**config.mk**
```make
export PLATFORM = sky130hd
export DESIGN_NAME = dl11_console_flat
export DESIGN_NICKNAME = d
export VERILOG_FILES = /design/src/rtl/dl11_console_pkg.sv /design/src/rtl/dl11_console_if.sv /design/src/rtl/dl11_console_fifo.sv /design/src/rtl/dl11_console_uart.sv /design/src/rtl/dl11_console.sv /design/src/flat_wrapper.sv
export SDC_FILE = /design/constraint.sdc
export NUM_CORES = 1
export LEC_CHECK = 0
export ABC_CLOCK_PERIOD_IN_PS = 4400
export CAP_MARGIN = 15
export CORE_ASPECT_RATIO = 0.7
export CORE_MARGIN = 5
export CORE_UTILIZATION = 56
export CTS_BUF_LIST = sky130_fd_sc_hd__clkbuf_4
export CTS_CLUSTER_SIZE = 24
export DETAILED_ROUTE_END_ITERATION = 16
export MAX_ROUTING_LAYER = met4
export PLACE_DENSITY = 0.71
export SLEW_MARGIN = 0
export SYNTH_ARGS = -nofsm -noshare
export SYNTH_HDL_FRONTEND = slang
export SYNTH_SLANG_ARGS = --single-unit
```
**constraint.sdc**
```tcl
create_clock -name clk -period 4.4 [get_ports clk]
set_input_delay 0.44 -clock clk [delete_from_list [all_inputs] [get_ports clk]]
set_output_delay 0.44 -clock clk [all_outputs]
set_load 0.005 [all_outputs]
```
**src/rtl/dl11_console_pkg.sv**
```systemverilog
// Shared definitions for the DL11 console block: register offsets, CSR bit
// positions, state encodings and register-word builders.
package dl11_console_pkg;

    localparam logic [1:0] ADDR_RCSR = 2'd0;
    localparam logic [1:0] ADDR_RBUF = 2'd1;
    localparam logic [1:0] ADDR_XCSR = 2'd2;
    localparam logic [1:0] ADDR_XBUF = 2'd3;

    localparam int CSR_DONE_BIT = 7;
    localparam int CSR_IE_BIT   = 6;
    localparam int RBUF_OVR_BIT = 14;
    localparam int RBUF_ERR_BIT = 15;

    typedef enum logic [1:0] {
        T_IDLE = 2'd0,
        T_REQ  = 2'd1,
        T_BUSY = 2'd2
    } tx_fsm_t;

    typedef enum logic [1:0] {
        U_IDLE  = 2'd0,
        U_START = 2'd1,
        U_DATA  = 2'd2,
        U_STOP  = 2'd3
    } uart_state_t;

    // Status word shared by RCSR and XCSR: flag in bit 7, interrupt enable in bit 6.
    function automatic logic [15:0] csr_word(input logic flag, input logic ie);
        logic [15:0] w;
        w = 16'h0000;
        w[CSR_DONE_BIT] = flag;
        w[CSR_IE_BIT]   = ie;
        return w;
    endfunction

    // Receive buffer word: data byte plus the overrun flag mirrored into ERR.
    function automatic logic [15:0] rbuf_word(input logic ovr, input logic [7:0] data);
        logic [15:0] w;
        w = {8'h00, data};
        w[RBUF_OVR_BIT] = ovr;
        w[RBUF_ERR_BIT] = ovr;
        return w;
    endfunction

endpackage

```
**src/rtl/dl11_console_if.sv**
```systemverilog
// CPU-side register bus of the DL11 console.
interface dl11_console_if;
    logic        bus_sel;
    logic        bus_rd;
    logic        bus_wr;
    logic [1:0]  bus_addr;
    logic [15:0] bus_wdata;
    logic [15:0] bus_rdata;

    modport master (
        output bus_sel, bus_rd, bus_wr, bus_addr, bus_wdata,
        input  bus_rdata
    );

    modport slave (
        input  bus_sel, bus_rd, bus_wr, bus_addr, bus_wdata,
        output bus_rdata
    );
endinterface

```
**src/rtl/dl11_console_fifo.sv**
```systemverilog
// Synchronous byte FIFO buffering received characters until the CPU reads them.
// A pop frees a slot in the same cycle, so push+pop on a full FIFO is accepted.
module sync_fifo #(
    parameter int WIDTH = 8,
    parameter int DEPTH = 16
) (
    input  logic                     clk,
    input  logic                     reset_n,
    input  logic                     push_i,
    input  logic                     pop_i,
    input  logic [WIDTH-1:0]         din_i,
    output logic [WIDTH-1:0]         dout_o,
    output logic                     full_o,
    output logic                     empty_o,
    output logic [$clog2(DEPTH):0]   count_o
);
    localparam int AW = $clog2(DEPTH);
    localparam logic [AW:0] FULL_CNT = (AW+1)'(DEPTH);

    logic [WIDTH-1:0] mem_q [DEPTH];
    logic [AW-1:0]    wr_ptr_q, wr_ptr_d;
    logic [AW-1:0]    rd_ptr_q, rd_ptr_d;
    logic [AW:0]      count_q, count_d;
    logic             do_push_s, do_pop_s;

    assign full_o  = (count_q == FULL_CNT);
    assign empty_o = (count_q == {(AW+1){1'b0}});
    assign count_o = count_q;
    assign dout_o  = mem_q[rd_ptr_q];

    // Accept/reject decisions and next pointer/count values.
    always_comb begin
        do_pop_s  = pop_i & ~empty_o;
        do_push_s = push_i & (~full_o | do_pop_s);
        wr_ptr_d  = do_push_s ? (wr_ptr_q + AW'(1)) : wr_ptr_q;
        rd_ptr_d  = do_pop_s  ? (rd_ptr_q + AW'(1)) : rd_ptr_q;
        case ({do_push_s, do_pop_s})
            2'b10:   count_d = count_q + (AW+1)'(1);
            2'b01:   count_d = count_q - (AW+1)'(1);
            default: count_d = count_q;
        endcase
    end

    // Pointer and occupancy registers.
    always_ff @(posedge clk or negedge reset_n) begin
        if (!reset_n) begin
            wr_ptr_q <= {AW{1'b0}};
            rd_ptr_q <= {AW{1'b0}};
            count_q  <= {(AW+1){1'b0}};
        end else begin
            wr_ptr_q <= wr_ptr_d;
            rd_ptr_q <= rd_ptr_d;
            count_q  <= count_d;
        end
    end

    // Storage array; contents need no reset because the count gates visibility.
    always_ff @(posedge clk) begin
        if (do_push_s) begin
            mem_q[wr_ptr_q] <= din_i;
        end
    end
endmodule

```
**src/rtl/dl11_console_uart.sv**
```systemverilog
// 8N1 serial receiver and transmitter used by the DL11 console.

// Receiver: two-flop synchroniser, mid-bit sampling, ready flag held until cleared.
module uart_rx
    import dl11_console_pkg::*;
#(
    parameter int CLK_FRQ   = 27_000_000,
    parameter int BAUD_RATE = 115200
) (
    input  logic       clk,
    input  logic       reset_n,
    input  logic       rxd_i,
    input  logic       rx_clear_i,
    output logic [7:0] rx_data_o,
    output logic       rx_data_ready_o
);
    localparam int CPB = CLK_FRQ / BAUD_RATE;
    localparam int CW  = $clog2(CPB + 1);
    localparam logic [CW-1:0] CNT_LAST = CW'(CPB - 1);
    localparam logic [CW-1:0] CNT_HALF = CW'(CPB / 2 - 1);

    uart_state_t state_q, state_d;
    logic [CW-1:0] cnt_q, cnt_d;
    logic [2:0]    bit_q, bit_d;
    logic [7:0]    shift_q, shift_d;
    logic [7:0]    data_q, data_d;
    logic          ready_q, ready_d;
    logic          rxd_meta_q, rxd_sync_q;

    assign rx_data_o       = data_q;
    assign rx_data_ready_o = ready_q;

    // Frame sequencing: confirm start at mid-bit, shift data LSB first, check stop.
    always_comb begin
        state_d = state_q;
        cnt_d   = cnt_q;
        bit_d   = bit_q;
        shift_d = shift_q;
        data_d  = data_q;
        ready_d = rx_clear_i ? 1'b0 : ready_q;
        case (state_q)
            U_IDLE: begin
                cnt_d   = {CW{1'b0}};
                state_d = rxd_sync_q ? U_IDLE : U_START;
            end
            U_START: begin
                if (cnt_q == CNT_HALF) begin
                    cnt_d   = {CW{1'b0}};
                    bit_d   = 3'd0;
                    state_d = rxd_sync_q ? U_IDLE : U_DATA;
                end else begin
                    cnt_d = cnt_q + CW'(1);
                end
            end
            U_DATA: begin
                if (cnt_q == CNT_LAST) begin
                    cnt_d   = {CW{1'b0}};
                    shift_d = {rxd_sync_q, shift_q[7:1]};
                    if (bit_q == 3'd7) begin
                        state_d = U_STOP;
                    end else begin
                        bit_d = bit_q + 3'd1;
                    end
                end else begin
                    cnt_d = cnt_q + CW'(1);
                end
            end
            U_STOP: begin
                if (cnt_q == CNT_LAST) begin
                    cnt_d   = {CW{1'b0}};
                    state_d = U_IDLE;
                    if (rxd_sync_q) begin
                        data_d  = shift_q;
                        ready_d = 1'b1;
                    end else begin
                        data_d = data_q;
                    end
                end else begin
                    cnt_d = cnt_q + CW'(1);
                end
            end
            default: state_d = U_IDLE;
        endcase
    end

    // Receiver state registers and input synchroniser (line idles high).
    always_ff @(posedge clk or negedge reset_n) begin
        if (!reset_n) begin
            state_q    <= U_IDLE;
            cnt_q      <= {CW{1'b0}};
            bit_q      <= 3'd0;
            shift_q    <= 8'h00;
            data_q     <= 8'h00;
            ready_q    <= 1'b0;
            rxd_meta_q <= 1'b1;
            rxd_sync_q <= 1'b1;
        end else begin
            state_q    <= state_d;
            cnt_q      <= cnt_d;
            bit_q      <= bit_d;
            shift_q    <= shift_d;
            data_q     <= data_d;
            ready_q    <= ready_d;
            rxd_meta_q <= rxd_i;
            rxd_sync_q <= rxd_meta_q;
        end
    end
endmodule

// Transmitter: latches the byte on tx_send while idle; tx_ready low for the whole frame.
module uart_tx
    import dl11_console_pkg::*;
#(
    parameter int CLK_FRQ   = 27_000_000,
    parameter int BAUD_RATE = 115200
) (
    input  logic       clk,
    input  logic       reset_n,
    input  logic       tx_send_i,
    input  logic [7:0] tx_data_i,
    output logic       tx_ready_o,
    output logic       txd_o
);
    localparam int CPB = CLK_FRQ / BAUD_RATE;
    localparam int CW  = $clog2(CPB + 1);
    localparam logic [CW-1:0] CNT_LAST = CW'(CPB - 1);

    uart_state_t state_q, state_d;
    logic [CW-1:0] cnt_q, cnt_d;
    logic [2:0]    bit_q, bit_d;
    logic [7:0]    shift_q, shift_d;
    logic          txd_q, txd_d;

    assign tx_ready_o = (state_q == U_IDLE);
    assign txd_o      = txd_q;

    // Frame sequencing: start bit, eight data bits LSB first, stop bit.
    always_comb begin
        state_d = state_q;
        cnt_d   = cnt_q;
        bit_d   = bit_q;
        shift_d = shift_q;
        txd_d   = txd_q;
        case (state_q)
            U_IDLE: begin
                cnt_d = {CW{1'b0}};
                bit_d = 3'd0;
                if (tx_send_i) begin
                    state_d = U_START;
                    shift_d = tx_data_i;
                    txd_d   = 1'b0;
                end else begin
                    state_d = U_IDLE;
                    txd_d   = 1'b1;
                end
            end
            U_START: begin
                if (cnt_q == CNT_LAST) begin
                    cnt_d   = {CW{1'b0}};
                    state_d = U_DATA;
                    txd_d   = shift_q[0];
                    shift_d = {1'b0, shift_q[7:1]};
                end else begin
                    cnt_d = cnt_q + CW'(1);
                end
            end
            U_DATA: begin
                if (cnt_q == CNT_LAST) begin
                    cnt_d = {CW{1'b0}};
                    if (bit_q == 3'd7) begin
                        state_d = U_STOP;
                        txd_d   = 1'b1;
                    end else begin
                        bit_d   = bit_q + 3'd1;
                        txd_d   = shift_q[0];
                        shift_d = {1'b0, shift_q[7:1]};
                    end
                end else begin
                    cnt_d = cnt_q + CW'(1);
                end
            end
            U_STOP: begin
                if (cnt_q == CNT_LAST) begin
                    cnt_d   = {CW{1'b0}};
                    state_d = U_IDLE;
                end else begin
                    cnt_d = cnt_q + CW'(1);
                end
            end
            default: begin
                state_d = U_IDLE;
                txd_d   = 1'b1;
            end
        endcase
    end

    // Transmitter state registers; the serial line resets to the idle (mark) level.
    always_ff @(posedge clk or negedge reset_n) begin
        if (!reset_n) begin
            state_q <= U_IDLE;
            cnt_q   <= {CW{1'b0}};
            bit_q   <= 3'd0;
            shift_q <= 8'h00;
            txd_q   <= 1'b1;
        end else begin
            state_q <= state_d;
            cnt_q   <= cnt_d;
            bit_q   <= bit_d;
            shift_q <= shift_d;
            txd_q   <= txd_d;
        end
    end
endmodule

```
**src/rtl/dl11_console.sv**
```systemverilog
// DL11-style console: RCSR/RBUF/XCSR/XBUF register responder in front of a
// buffered UART receiver and a UART transmitter, with level interrupt requests.
module dl11_console
    import dl11_console_pkg::*;
#(
    parameter int CLK_FRQ       = 27_000_000,
    parameter int BAUD_RATE     = 115200,
    parameter int RX_FIFO_DEPTH = 16
) (
    input  logic           clk,
    input  logic           reset_n,
    dl11_console_if.slave  bus,
    output logic           rx_irq,
    output logic           tx_irq,
    input  logic           uart_rxd,
    output logic           uart_txd
);
    localparam int AW = $clog2(RX_FIFO_DEPTH);

    tx_fsm_t     tx_state_q, tx_state_d;
    logic [15:0] rdata_q, rdata_d;
    logic [7:0]  xbuf_q, xbuf_d;
    logic [7:0]  last_q, last_d;
    logic        rie_q, rie_d, tie_q, tie_d;
    logic        ovr_q, ovr_d;
    logic        rx_clr_q, rx_clr_d;
    logic        rx_irq_q, rx_irq_d, tx_irq_q, tx_irq_d;

    logic        rd_s, wr_s, rbuf_rd_s, done_s, ready_s, overrun_s;
    logic        fifo_push_s, fifo_pop_s, fifo_full_s, fifo_empty_s;
    logic [7:0]  fifo_head_s, rx_data_s;
    logic [AW:0] fifo_count_s;
    logic        rx_data_ready_s, tx_send_s, tx_ready_s;

    assign bus.bus_rdata = rdata_q;
    assign rx_irq        = rx_irq_q;
    assign tx_irq        = tx_irq_q;

    uart_rx #(.CLK_FRQ(CLK_FRQ), .BAUD_RATE(BAUD_RATE)) u_rx (
        .clk             (clk),
        .reset_n         (reset_n),
        .rxd_i           (uart_rxd),
        .rx_clear_i      (rx_clr_q),
        .rx_data_o       (rx_data_s),
        .rx_data_ready_o (rx_data_ready_s)
    );

    uart_tx #(.CLK_FRQ(CLK_FRQ), .BAUD_RATE(BAUD_RATE)) u_tx (
        .clk        (clk),
        .reset_n    (reset_n),
        .tx_send_i  (tx_send_s),
        .tx_data_i  (xbuf_q),
        .tx_ready_o (tx_ready_s),
        .txd_o      (uart_txd)
    );

    sync_fifo #(.WIDTH(8), .DEPTH(RX_FIFO_DEPTH)) u_fifo (
        .clk     (clk),
        .reset_n (reset_n),
        .push_i  (fifo_push_s),
        .pop_i   (fifo_pop_s),
        .din_i   (rx_data_s),
        .dout_o  (fifo_head_s),
        .full_o  (fifo_full_s),
        .empty_o (fifo_empty_s),
        .count_o (fifo_count_s)
    );

    // Register decode, RX FIFO control, overrun tracking and interrupt levels.
    always_comb begin
        rd_s      = bus.bus_sel & bus.bus_rd;
        wr_s      = bus.bus_sel & bus.bus_wr;
        rbuf_rd_s = rd_s & (bus.bus_addr == ADDR_RBUF);
        done_s    = (fifo_count_s != {(AW+1){1'b0}});
        ready_s   = (tx_state_q == T_IDLE);

        // rx_clr_q masks the flag for the cycle it takes uart_rx to drop it.
        fifo_push_s = rx_data_ready_s & ~rx_clr_q;
        rx_clr_d    = fifo_push_s;
        fifo_pop_s  = rbuf_rd_s & ~fifo_empty_s;
        overrun_s   = fifo_push_s & fifo_full_s & ~fifo_pop_s;
        ovr_d       = overrun_s | (ovr_q & ~rbuf_rd_s);
        last_d      = fifo_pop_s ? fifo_head_s : last_q;

        rie_d = (wr_s && bus.bus_addr == ADDR_RCSR) ? bus.bus_wdata[CSR_IE_BIT] : rie_q;
        tie_d = (wr_s && bus.bus_addr == ADDR_XCSR) ? bus.bus_wdata[CSR_IE_BIT] : tie_q;

        rx_irq_d = rie_q & done_s;
        tx_irq_d = tie_q & ready_s;

        rdata_d = rdata_q;
        if (rd_s) begin
            case (bus.bus_addr)
                ADDR_RCSR: rdata_d = csr_word(done_s, rie_q);
                ADDR_RBUF: rdata_d = rbuf_word(ovr_q, fifo_empty_s ? last_q : fifo_head_s);
                ADDR_XCSR: rdata_d = csr_word(ready_s, tie_q);
                ADDR_XBUF: rdata_d = 16'h0000;
                default:   rdata_d = 16'h0000;
            endcase
        end else begin
            rdata_d = rdata_q;
        end
    end

    // Transmit handshake FSM: request until uart_tx goes busy, then wait for idle.
    always_comb begin
        tx_state_d = tx_state_q;
        xbuf_d     = xbuf_q;
        tx_send_s  = 1'b0;
        case (tx_state_q)
            T_IDLE: begin
                if (wr_s && bus.bus_addr == ADDR_XBUF) begin
                    xbuf_d     = bus.bus_wdata[7:0];
                    tx_state_d = T_REQ;
                end else begin
                    tx_state_d = T_IDLE;
                end
            end
            T_REQ: begin
                tx_send_s  = 1'b1;
                tx_state_d = tx_ready_s ? T_REQ : T_BUSY;
            end
            T_BUSY: begin
                tx_state_d = tx_ready_s ? T_IDLE : T_BUSY;
            end
            default: tx_state_d = T_IDLE;
        endcase
    end

    // Console state registers.
    always_ff @(posedge clk or negedge reset_n) begin
        if (!reset_n) begin
            tx_state_q <= T_IDLE;
            rdata_q    <= 16'h0000;
            xbuf_q     <= 8'h00;
            last_q     <= 8'h00;
            rie_q      <= 1'b0;
            tie_q      <= 1'b0;
            ovr_q      <= 1'b0;
            rx_clr_q   <= 1'b0;
            rx_irq_q   <= 1'b0;
            tx_irq_q   <= 1'b0;
        end else begin
            tx_state_q <= tx_state_d;
            rdata_q    <= rdata_d;
            xbuf_q     <= xbuf_d;
            last_q     <= last_d;
            rie_q      <= rie_d;
            tie_q      <= tie_d;
            ovr_q      <= ovr_d;
            rx_clr_q   <= rx_clr_d;
            rx_irq_q   <= rx_irq_d;
            tx_irq_q   <= tx_irq_d;
        end
    end
endmodule
```
**src/flat_wrapper.sv**
```systemverilog
// flat-port wrapper written by rule: the top's interface ports become plain ports
module dl11_console_flat import dl11_console_pkg::*;
#(
    parameter int CLK_FRQ       = 27_000_000,
    parameter int BAUD_RATE     = 115200,
    parameter int RX_FIFO_DEPTH = 16
)
  (clk, reset_n, rx_irq, tx_irq, uart_rxd, uart_txd, bus_bus_sel, bus_bus_rd, bus_bus_wr, bus_bus_addr, bus_bus_wdata, bus_bus_rdata);
  dl11_console_if bus_i ();
  input  logic clk;
  input  logic reset_n;
  output logic rx_irq;
  output logic tx_irq;
  input  logic uart_rxd;
  output logic uart_txd;
  input wire logic [$bits(bus_i.bus_sel)-1:0] bus_bus_sel;
  input wire logic [$bits(bus_i.bus_rd)-1:0] bus_bus_rd;
  input wire logic [$bits(bus_i.bus_wr)-1:0] bus_bus_wr;
  input wire logic [$bits(bus_i.bus_addr)-1:0] bus_bus_addr;
  input wire logic [$bits(bus_i.bus_wdata)-1:0] bus_bus_wdata;
  output wire logic [$bits(bus_i.bus_rdata)-1:0] bus_bus_rdata;
  assign bus_i.bus_sel = bus_bus_sel;
  assign bus_i.bus_rd = bus_bus_rd;
  assign bus_i.bus_wr = bus_bus_wr;
  assign bus_i.bus_addr = bus_bus_addr;
  assign bus_i.bus_wdata = bus_bus_wdata;
  assign bus_bus_rdata = bus_i.bus_rdata;
  dl11_console #(.CLK_FRQ(CLK_FRQ), .BAUD_RATE(BAUD_RATE), .RX_FIFO_DEPTH(RX_FIFO_DEPTH)) u_core (.clk(clk), .reset_n(reset_n), .bus(bus_i), .rx_irq(rx_irq), .tx_irq(tx_irq), .uart_rxd(uart_rxd), .uart_txd(uart_txd));
endmodule
```
# ---- Word-level counts from Yosys, hierarchy flattened
# Memories as Yosys holds them, arrays and structs flattened.
# Cells that the tools add are included.
dict set report op_classes {
  addsub 8
  n_eq_ne 30
  n_mux 49
  n_bitwise 19
  n_reduce_logical 24
}
# operator n
set op_table {}
lappend op_table {{$mux W8} 8}
lappend op_table {{$pmux W16 S4} 1}
lappend op_table {{$pmux W8 S3} 2}
lappend op_table {{$mux W2} 11}
lappend op_table {{$ne A2 B2 Y1 const B} 10}
lappend op_table {{$add A8 B1 Y8 const B} 2}
lappend op_table {{$eq A2 B2 Y1 const B} 8}
lappend op_table {{$eq A8 B8 Y1 const B} 2}
lappend op_table {{$pmux W2 S4} 2}
lappend op_table {{$pmux W8 S2} 1}
lappend op_table {{$mux W3} 5}
lappend op_table {{$mux W1} 14}
lappend op_table {{$and A1 B1 Y1} 12}
lappend op_table {{$pmux W3 S2} 2}
lappend op_table {{$reduce_and A4 Y1} 3}
lappend op_table {{$eq A2 B1 Y1 const B} 5}
lappend op_table {{$pmux W5 S2} 1}
lappend op_table {{$reduce_and A3 Y1} 3}
lappend op_table {{$add A4 B1 Y4 const B} 2}
lappend op_table {{$eq A8 B7 Y1 const B} 1}
lappend op_table {{$logic_not A2 Y1} 4}
lappend op_table {{$add A3 B1 Y3 const B} 2}
lappend op_table {{$eq A3 B3 Y1 const B} 2}
lappend op_table {{$pmux W2 S3} 1}
lappend op_table {{16 further kinds} 26}
dict set report word_totals {
  reg_bits 107
  ram_bits 128
  in_bits 24
  out_inout_bits 19
  elab_cells 157
  n_memories 1
}
# memory words word_bits rd rd_clocked_by_memory_dff write_ports line_no
set mem_list {}
lappend mem_list {u_core.u_fifo.mem_q 16 8 1 0 1 dl11_console_fifo.sv:20} ;# logic [WIDTH-1:0] mem_q [DEPTH];

# ---- Logic depth before layout (Yosys ltp)
# Gate-level depths: netlist (run 1).
dict set report logic_depth {
  depth_word 8
  ltp_mapped 8
  depth_no_buf 7
}

# ---- Cells and area by module
# From an unflattened synthesis (run 1), not the netlist that was laid out.
dict set report unflattened {
  cells_unflattened 656
  area_unflattened_um2 9930.8
}
# mod instances cells_per_inst area_each_um2 seq_area_each_um2
set modules_own_cells {}
lappend modules_own_cells {sync_fifo 1 327 5811.8 4169.0}
lappend modules_own_cells {dl11_console 1 115 1457.6 825.8}
lappend modules_own_cells {uart_rx 1 107 1398.8 803.3}
lappend modules_own_cells {uart_tx 1 107 1262.5 551.8}

# ---- Least setup slack after synthesis (run 1)
# OpenSTA, ideal clock, no wires.
dict set report synth_timing {
  path_type {input to register}
  from {input bus_bus_addr[1]}
  to {memory u_core.u_fifo.mem_q[3][0] (enable)}
  setup_ns 0.383
  arrival_time_ns 2.117
  required_ns 4.017
  slack_ns 1.900
  path_stages 5
  n_path_buf 1
  cell_sequence {clkbuf_1 nand4b_1 a31oi_1 nand2_1 nor3_1}
}
dict set report synth_via {
  elab_chain_len 8
}
# item line_no
set synth_rtl {}
lappend synth_rtl {{from (decl)} flat_wrapper.sv:19} ;# input wire logic [$bits(bus_i.bus_addr)-1:0] bus_bus_addr;
lappend synth_rtl {{$eq A2 B1 Y1} dl11_console.sv:73} ;# rbuf_rd_s = rd_s & (bus.bus_addr == ADDR_RBUF);
lappend synth_rtl {{$and A1 B1 Y1} dl11_console.sv:73}
lappend synth_rtl {{$and A1 B1 Y1} dl11_console.sv:80} ;# fifo_pop_s = rbuf_rd_s & ~fifo_empty_s;
lappend synth_rtl {{$and A1 B1 Y1} dl11_console_fifo.sv:33} ;# do_pop_s = pop_i & ~empty_o;
lappend synth_rtl {{$or A1 B1 Y1} dl11_console_fifo.sv:34} ;# do_push_s = push_i & (~full_o | do_pop_s);
lappend synth_rtl {{$and A1 B1 Y1} dl11_console_fifo.sv:34}
lappend synth_rtl {{$mux W1} dl11_console_fifo.sv:59} ;# if (do_push_s) begin
lappend synth_rtl {{$mux W1 (not written as such)} dl11_console_fifo.sv:60} ;# mem_q[wr_ptr_q] <= din_i;
lappend synth_rtl {{to (decl)} dl11_console_fifo.sv:20}
# Every way passes these cells.

# ---- Worst setup path in the final report (run 1)
dict set report layout_timing {
  from {input bus_bus_addr[1]}
  to {memory u_core.u_fifo.mem_q[7][6] (enable)}
}
# The elaborated chain is that of the path after synthesis.

==> results of run 1 <==
placed cells by master, fill, tap and decap left out, types with 7 or more instances in the layout:
cell type	instances
sky130_fd_sc_hd__edfxtp_1	128
sky130_fd_sc_hd__dfrtp_1	96
sky130_fd_sc_hd__clkbuf_4	83
sky130_fd_sc_hd__nand2_1	63
sky130_fd_sc_hd__mux2_2	50
sky130_fd_sc_hd__mux4_2	39
sky130_fd_sc_hd__nor2_1	35
sky130_fd_sc_hd__clkdlybuf4s50_1	27
sky130_fd_sc_hd__ha_1	19
sky130_fd_sc_hd__xnor2_1	14
sky130_fd_sc_hd__nand3_1	13
sky130_fd_sc_hd__o21ai_0	12
sky130_fd_sc_hd__buf_4	12
sky130_fd_sc_hd__inv_1	11
sky130_fd_sc_hd__nor2b_1	10
sky130_fd_sc_hd__xor2_1	10
sky130_fd_sc_hd__clkinv_1	10
sky130_fd_sc_hd__nor3_1	7
sky130_fd_sc_hd__o21ai_1	7
stage by stage:
step           total power, mW  std cells
2_1_floorplan            2.323        642
3_5_place_dp             2.363        875
3_3_place_gp             2.361        875
4_1_cts                  4.017        972
5_1_grt                  4.147        973
6_report                 3.954        973
power by group through the flow:
stage | registers (mW) | clock network (mW) | logic (mW)
final | 2.26 | 1.64 | 0.0614
after global routing | 2.26 | 1.82 | 0.0695
after CTS | 2.26 | 1.70 | 0.0634
after detailed placement | 2.30 | 0 | 0.0623
after global placement | 2.30 | 0 | 0.0609
after floorplan | 2.30 | 0 | 0.0237
routing by layer:
layer  vias to the layer above  GRT usage, %
met4                         0         6.336
met1                      2786         29.32
met3                        31         5.784
li1                       2537             -
met5                         -             -
met2                       210         28.21
area by class of cell:
class | instances | area (um^2)
Fill cell | 1236 | 6232
Tap cell | 231 | 289.0
Antenna cell | 1 | 2.502
Inverter | 11 | 41.29
Sequential cell | 228 | 6351
Clock buffer | 83 | 623.1
Clock inverter | 13 | 51.30
Multi-Input combinational cell | 366 | 3206
Timing Repair Buffer | 40 | 370.4
flip-flops by register name, indices dropped and copies added (netlist names), 4 cells and up, named ones only:
register / cells
u_core.u_fifo.rd_ptr_q: 4
u_core.u_rx.rx_data_o: 8
u_core.u_tx.cnt_q: 8
u_core.bus.bus_rdata: 9
u_core.u_rx.cnt_q: 8
u_core.u_fifo.mem_q: 128
u_core.xbuf_q: 8
u_core.u_tx.shift_q: 8
u_core.u_fifo.wr_ptr_q: 4
u_core.u_fifo.count_o: 5
u_core.last_q: 8
u_core.u_rx.shift_q: 8
logic make-up (layout without fill, tap and decap cells):
| group | after synthesis | in the layout | synth area share, % |
|---|---|---|---|
| muxes | 96 | 96 | 15.48 |
| buffers and inverters | 48 | 147 | 2.395 |
| DFF | 228 | 228 | 64.99 |
| and+or+nand+nor | 166 | 166 | 8.362 |
| adders and majority gates | 19 | 19 | 2.433 |
| xor gates and xnor gates | 24 | 24 | 2.151 |
| AOI/OAI and AO/OA | 55 | 55 | 4.149 |
| other | 1 | 7 | 0.03838 |
path summary, 6_finish.rpt:
path | start | to | slack [ps]
max | bus_bus_addr[1] | u_core.u_fifo.mem_q[7][6]$_DFFE_PP_ | 1610
min | uart_rxd | u_core.u_rx.rxd_meta_q$_DFF_PN1_ | 240
max reg2reg | u_core.u_fifo.rd_ptr_q[0]$_DFFE_PN0P_ | u_core.bus.bus_rdata[7]$_DFFE_PN0N_ | 1740
min reg2reg | u_core.u_rx.rxd_meta_q$_DFF_PN1_ | u_core.u_rx.rxd_sync_q$_DFF_PN1_ | 360
max in group asynchronous | reset_n | u_core.bus.bus_rdata[3]$_DFFE_PN0N_ | 2930
min in group asynchronous | reset_n | u_core.u_rx.rx_data_o[0]$_DFFE_PN0P_ | 470
==> impl_results.rst, run 1 <==
.. list-table::
   :header-rows: 1

   * - Metric
     - Value
   * - Leakage component of the power
     - 4.621 nW
   * - Count of TritonRoute iterations in the first routing pass
     - 7
   * - Post-cts hold buffer count
     - 1
   * - Path class of the lowest-slack min-delay path
     - primary input to flop
   * - Number of placement rows
     - 40
   * - TritonCTS clock tree
     - built
   * - Capturing element type of the critical path
     - flop
   * - Detailed Route Iter0 Violations
     - 484
   * - Cell type with the highest aggregate area in the netlist
     - sky130_fd_sc_hd__edfxtp_1
   * - Seq/Total Area, Yosys
     - 64.99%
   * - Reported max-cap violation count
     - 0
   * - Netlist area before placement
     - 9771 um^2
   * - Die Height
     - 120.5 um
   * - Final hold slack
     - 235.6 ps
   * - Crit. path cell count
     - 5
   * - Unrepaired setup endpoints after global routing
     - no
   * - Total power density per cell area
     - 361.6 nW/um^2
   * - Maximum fanout count along the critical path
     - 9
   * - Portion of synthesized cell area occupied by the leading cell type
     - 39.34%
   * - Antenna violations before repair
     - 1
   * - Net switching power
     - 0.8202 mW
   * - Worst-path cell chain
     - clkdlybuf4s50_1 -> nand4b_1 -> a31oi_1 -> nand2_1 -> nor2_1
   * - Status
     - completed
   * - Worst hold path cell count
     - 1
   * - Number of buffers added by the clock tree synthesis step
     - 53
   * - Critical path type
     - primary input to flop
   * - Highest-delay cell along the critical path
     - sky130_fd_sc_hd__a31oi_1
   * - Register clock-pin slew on the reported worst setup and hold paths
     - 70 ps
   * - Top cells by area, synth
     - sky130_fd_sc_hd__edfxtp_1 (39%), sky130_fd_sc_hd__dfrtp_1 (25%), sky130_fd_sc_hd__mux4_2 (9.0%), sky130_fd_sc_hd__mux2_2 (5.8%), sky130_fd_sc_hd__ha_1 (2.4%)
   * - Most used standard cells in the synthesized netlist
     - sky130_fd_sc_hd__edfxtp_1 (128), sky130_fd_sc_hd__dfrtp_1 (97), sky130_fd_sc_hd__nand2_1 (63), sky130_fd_sc_hd__mux2_2 (50), sky130_fd_sc_hd__mux4_2 (39)
   * - Post-Syn Instances
     - 637
   * - Final core utilization
     - 63.70%
   * - Drt via density
     - 5.718
   * - Largest net degree at the start of global routing
     - 76
   * - Category of the worst setup path launch point
     - primary input
   * - Via count
     - 5564
   * - Final wirelength
     - 19.05 mm
   * - Setup Buffers After CTS
     - 0
   * - HPWL after detailed placement
     - 12.55 mm
   * - Setup Viol. Count Final
     - 0
   * - Share of synthesized registers carrying an async set or reset
     - 43.86%
   * - Library cell with the highest instance count after synthesis
     - sky130_fd_sc_hd__edfxtp_1
   * - Post-placement setup slack
     - 991.3 ps
   * - Area growth from synthesis to final layout
     - 11.91%
   * - Grt total ovfl
     - 0
   * - Uppermost layer routed
     - met4
   * - Total Routing Usage GR
     - 20.26%
   * - Clk_lat worst skew
     - 650 ps
   * - Via count of the first global-routing pass
     - 5775
   * - Final setup slack of the worst path
     - 1614 ps
   * - Initial standard-cell utilization of the core
     - 56.92%
   * - Buf/Inv on CP
     - 1
   * - Measured slew at the worst slew-check pin
     - 1089 ps
   * - Total count of hold-check failures in the final report
     - 0
   * - Clock network fraction of total power
     - 41.4%
   * - Wire length on met2
     - 8.411 mm
   * - Placement-stage cell area
     - 10250 um^2
   * - Flop pwr share
     - 57.1%
   * - Drt wl/cell
     - 19.58 um
   * - Buffer cell driving the clock tree root
     - sky130_fd_sc_hd__clkbuf_4
   * - Worst Reg2Reg Path Length in Cells
     - 5
   * - Largest stage delay on the critical path
     - 700 ps
   * - Final net count
     - 743
   * - Final clock period utilization by the worst path
     - 63.32%
   * - Clock tree sinks
     - 228
   * - Worst slew slack as a fraction of its limit
     - 27.38%
   * - Wire length of the first global-routing pass
     - 30.87 mm
   * - DIE WIDTH
     - 167.9 um
   * - Mapped Avg Cell Area
     - 15.34 um^2
   * - Setup Total Neg Slack
     - 0 ps
   * - Worst clock skew
     - 45.81 ps
   * - Final Wtd Congestion
     - 0.8537
   * - Arrival time worst endpoint
     - 3040 ps
   * - Ports placed on the boundary
     - 43
   * - Leading register cell type out of synthesis
     - sky130_fd_sc_hd__edfxtp_1
   * - Number of pins with negative max-slew slack in the final report
     - 0
   * - Buffers added on ports
     - 28
   * - Number of resized instances in the post-cts repair step
     - 0
   * - Area of the die
     - 20230 um^2
   * - Routed length on met1
     - 8.689 mm
   * - Register bit total from synthesis
     - 228
   * - Max rail drop VDD
     - 0.0001834 V
   * - Share of layout cells above drive strength 1
     - 26.86%
   * - Level count of the clock H-tree
     - 2
   * - Number of flops mapped to enable cells by yosys
     - 128
   * - Synth warn
     - 0
   * - Max Root-Sink Buffers
     - 3
   * - Detailed-route DRC error count
     - 0
   * - Gate family responsible for the most delay along the worst path
     - simple AND/OR/NAND/NOR gates
   * - Total core area
     - 17170 um^2
   * - Highest attainable clock frequency
     - 0.3589 GHz
   * - Number of unique standard cell types used by synthesis
     - 59
   * - Post-route cell area
     - 10930 um^2
   * - Required @ worst endpoint
     - 4650 ps
   * - Final period demand of the worst path
     - 2786 ps
   * - Post-DRT Antenna Nets
     - 0
   * - Share of total power in combinational logic
     - 1.6%
   * - Sw Share
     - 20.75%
   * - Met3 wirelength from detailed routing
     - 1.674 mm
   * - Internal Dissipation
     - 3.134 mW
Power figures use the tool's default switching activity.
==> inputs of run 2 (changes only) <==
--- a/config.mk
+++ b/config.mk
@@ -5,7 +5,7 @@
 export SDC_FILE = /design/constraint.sdc
 export NUM_CORES = 1
 export LEC_CHECK = 0
-export ABC_CLOCK_PERIOD_IN_PS = 4400
+export ABC_CLOCK_PERIOD_IN_PS = 2700
 export CAP_MARGIN = 15
 export CORE_ASPECT_RATIO = 0.7
 export CORE_MARGIN = 5
==> constraint.sdc (replaced) <==
create_clock -name clk -period 2.7 [get_ports clk]
set_input_delay 0.27 -clock clk [delete_from_list [all_inputs] [get_ports clk]]
set_output_delay 0.27 -clock clk [all_outputs]
set_load 0.005 [all_outputs]
==> run 2 against run 1 <==
Utilization grew 1.2 points; worst hold slack lost 93 ps; sequential power grew 63%; first-iteration DRC count grew 0.62%; cell area grew 1.9%; non-clock buffer count grew 24; combinational power grew 76%; die area is the same; critical endpoint is now u_core.u_fifo.count_o[2]$_DFFE_PN0P_.
==> impl_results.rst, run 2 (same netlist as run 1, synthesis figures left out) <==
.. list-table::
   :header-rows: 1

   * - Metric
     - Value
   * - Measured slew at the worst slew-check pin
     - 835.9 ps (-253.4 ps)
   * - Total Routing Usage GR
     - 19.81% (-0.45 points)
   * - Area of the die
     - 20230 um^2 (unchanged)
   * - Largest register by flop count
     - u_core.u_fifo.mem_q
   * - Final Wtd Congestion
     - 0.7994 (-6.4%)
   * - Largest net degree at the start of global routing
     - 36 (-53%)
   * - Overall Power
     - 6.463 mW (+63%)
   * - Cell Count, Final, Fillers Out
     - 999 (+2.7%)
   * - Count of TritonRoute iterations in the first routing pass
     - 5 (-2)
   * - Maximum fanout count along the critical path
     - 9 (unchanged)
   * - Worst slew slack as a fraction of its limit
     - 44.27% (+17 points)
   * - Final period demand of the worst path
     - 2479 ps
   * - Max Root-Sink Buffers
     - 3 (unchanged)
   * - Worst-path cell chain
     - or4_4 -> o211ai_4 -> xnor2_1 -> ha_1 -> or3_1 -> a21oi_1 -> xor2_1
   * - Detailed Route Iter0 Violations
     - 487 (+0.62%)
   * - Detailed-route DRC error count
     - 0 (unchanged)
   * - Count of fill cells added during filler insertion
     - 1208 (-2.3%)
   * - Setup Viol. Count Final
     - 0 (unchanged)
   * - Category of the worst setup path launch point
     - flop
   * - Initial standard-cell utilization of the core
     - 56.92% (unchanged)
   * - Level count of the clock H-tree
     - 2 (unchanged)
   * - Number of buffers added by the clock tree synthesis step
     - 53 (unchanged)
   * - Placement-stage cell area
     - 10450 um^2 (+1.9%)
   * - Reported max-cap violation count
     - 0 (unchanged)
   * - Drt via density
     - 5.649 (-1.2%)
   * - Path class of the lowest-slack min-delay path
     - primary input to async pin
   * - Total core area
     - 17170 um^2 (unchanged)
   * - Via count of the first global-routing pass
     - 5837 (+1.1%)
   * - Clk_lat worst skew
     - 650 ps (about the same)
   * - Post-route cell area
     - 11140 um^2 (+1.9%)
   * - Total count of hold-check failures in the final report
     - 0 (unchanged)
   * - Largest stage delay on the critical path
     - 610 ps (-90 ps)
   * - Area growth from synthesis to final layout
     - 14.03%
   * - Highest attainable clock frequency
     - 0.4035 GHz
   * - Number of antenna cells inserted
     - 0 (-1)
   * - Most common cell after layout, fill and taps aside
     - sky130_fd_sc_hd__edfxtp_1
   * - Share of layout cells above drive strength 1
     - 28.52% (+1.7 points)
   * - Number of resized instances in the post-cts repair step
     - 0 (unchanged)
   * - Max rail drop VDD
     - 0.0002096 V (+14%)
   * - Post-placement setup slack
     - 260.6 ps (-730.7 ps)
   * - Die Height
     - 120.5 um (unchanged)
   * - Multi-input gate area in the final layout
     - 3206 um^2 (unchanged)
   * - Register area
     - 6351 um^2 (unchanged)
   * - Required @ worst endpoint
     - 3270 ps (-1380 ps)
   * - Post-DRT Antenna Nets
     - 0 (unchanged)
   * - Buf/Inv on CP
     - 0 (-1)
   * - DIE WIDTH
     - 167.9 um (unchanged)
   * - Final setup slack of the worst path
     - 221.4 ps (-1393 ps)
   * - Grt total ovfl
     - 0 (unchanged)
   * - Number of placement rows
     - 40 (unchanged)
   * - Ports placed on the boundary
     - 43 (unchanged)
   * - Final wirelength
     - 18.72 mm (-1.7%)
   * - Buffer cell driving the clock tree root
     - sky130_fd_sc_hd__clkbuf_4
   * - Leakage component of the power
     - 4.747 nW (+2.7%)
   * - Critical path type
     - flop to flop
   * - Unrepaired setup endpoints after global routing
     - no
   * - HPWL after detailed placement
     - 12.63 mm (+0.65%)
   * - Worst clock skew
     - 25.57 ps (-20.24 ps)
   * - Final hold slack
     - 142.6 ps (-92.98 ps)
   * - Final net count
     - 767 (+3.2%)
   * - Highest-delay cell along the critical path
     - sky130_fd_sc_hd__or4_4
   * - Final core utilization
     - 64.91% (+1.2 points)
   * - TritonCTS clock tree
     - built
   * - Commonest cells after routing, fill and taps aside
     - sky130_fd_sc_hd__edfxtp_1 (128), sky130_fd_sc_hd__dfrtp_1 (96), sky130_fd_sc_hd__clkbuf_4 (81)
   * - Clock tree sinks
     - 228 (unchanged)
   * - Arrival time worst endpoint
     - 3040 ps (about the same)
   * - Register clock-pin slew on the reported worst setup and hold paths
     - 70 ps (about the same)
   * - Gate family responsible for the most delay along the worst path
     - simple AND/OR/NAND/NOR gates
   * - Max FFs per register
     - 128 (unchanged)
   * - Status
     - completed
   * - Wire length of the first global-routing pass
     - 30.73 mm (-0.45%)
   * - Drt wl/cell
     - 18.74 um (-4.3%)
   * - Total power density per cell area
     - 580.1 nW/um^2 (+60%)
   * - Via count
     - 5643 (+1.4%)
   * - # placed instances
     - 898 (+2.6%)
   * - Final clock period utilization by the worst path
     - 91.80%
   * - Buffers added on ports
     - 28 (unchanged)
   * - Setup Total Neg Slack
     - 0 ps (unchanged)
   * - Number of pins with negative max-slew slack in the final report
     - 0 (unchanged)
   * - Antenna violations before repair
     - 0 (-1)
   * - Capturing element type of the critical path
     - flop
## run 2: cell types whose count changed in the layout (fill, tap and decap cells not counted), sizes merged
cell / previous run / this run
clkinv: 12 / 17
clkbuf: 83 / 81
buf: 12 / 35
diode: 1 / 0
dlygate4sd3: 1 / 2
## run 2: worst paths after layout
kind                                                           start                                    to  slack (ps)  depth (start not counted)
worst min-delay path                                         reset_n             u_core.rx_clr_q$_DFF_PN0_         140                          2
min in group clk                                    bus_bus_wdata[3]          u_core.xbuf_q[3]$_DFFE_PN0P_         230                          2
max in group asynchronous                                    reset_n         u_core.u_tx.txd_o$_DFFE_PN1P_        1790                          3
worst max register to register  u_core.u_fifo.count_o[1]$_DFFE_PN0P_  u_core.u_fifo.count_o[2]$_DFFE_PN0P_         220                          7
worst min register to register      u_core.u_rx.rxd_meta_q$_DFF_PN1_      u_core.u_rx.rxd_sync_q$_DFF_PN1_         360                          0
worst max-delay path            u_core.u_fifo.count_o[1]$_DFFE_PN0P_  u_core.u_fifo.count_o[2]$_DFFE_PN0P_         220                          7
## run 2: final cells by class
class	count	area share, %
tap	231	2.594
clock buffer	81	5.458
timing repair buffer	64	5.188
multi-input combinational	366	28.77
inverter	11	0.3706
clock inverter	18	0.6176
sequential	228	57.00
## run 2: routing by layer
layer,global-route usage (%),up-vias,wire (um)
met3,5.850,15,1470
met2,29.21,196,8630
met1,27.66,2830,8453
met5,-,-,0
li1,-,2602,-
met4,4.764,0,165
## run 2: power breakdown
part	internal [mW]	switching, mW
logic	0.0517	0.0560
clock network	1.37	1.31
registers	3.67	0.00997
## run 2: timing repair
action | 4_1_cts | 5_1_grt
hold buffers | 2 | 0
endpoints found under the hold margin | 73 | 0
buffers inserted | 0 | 0
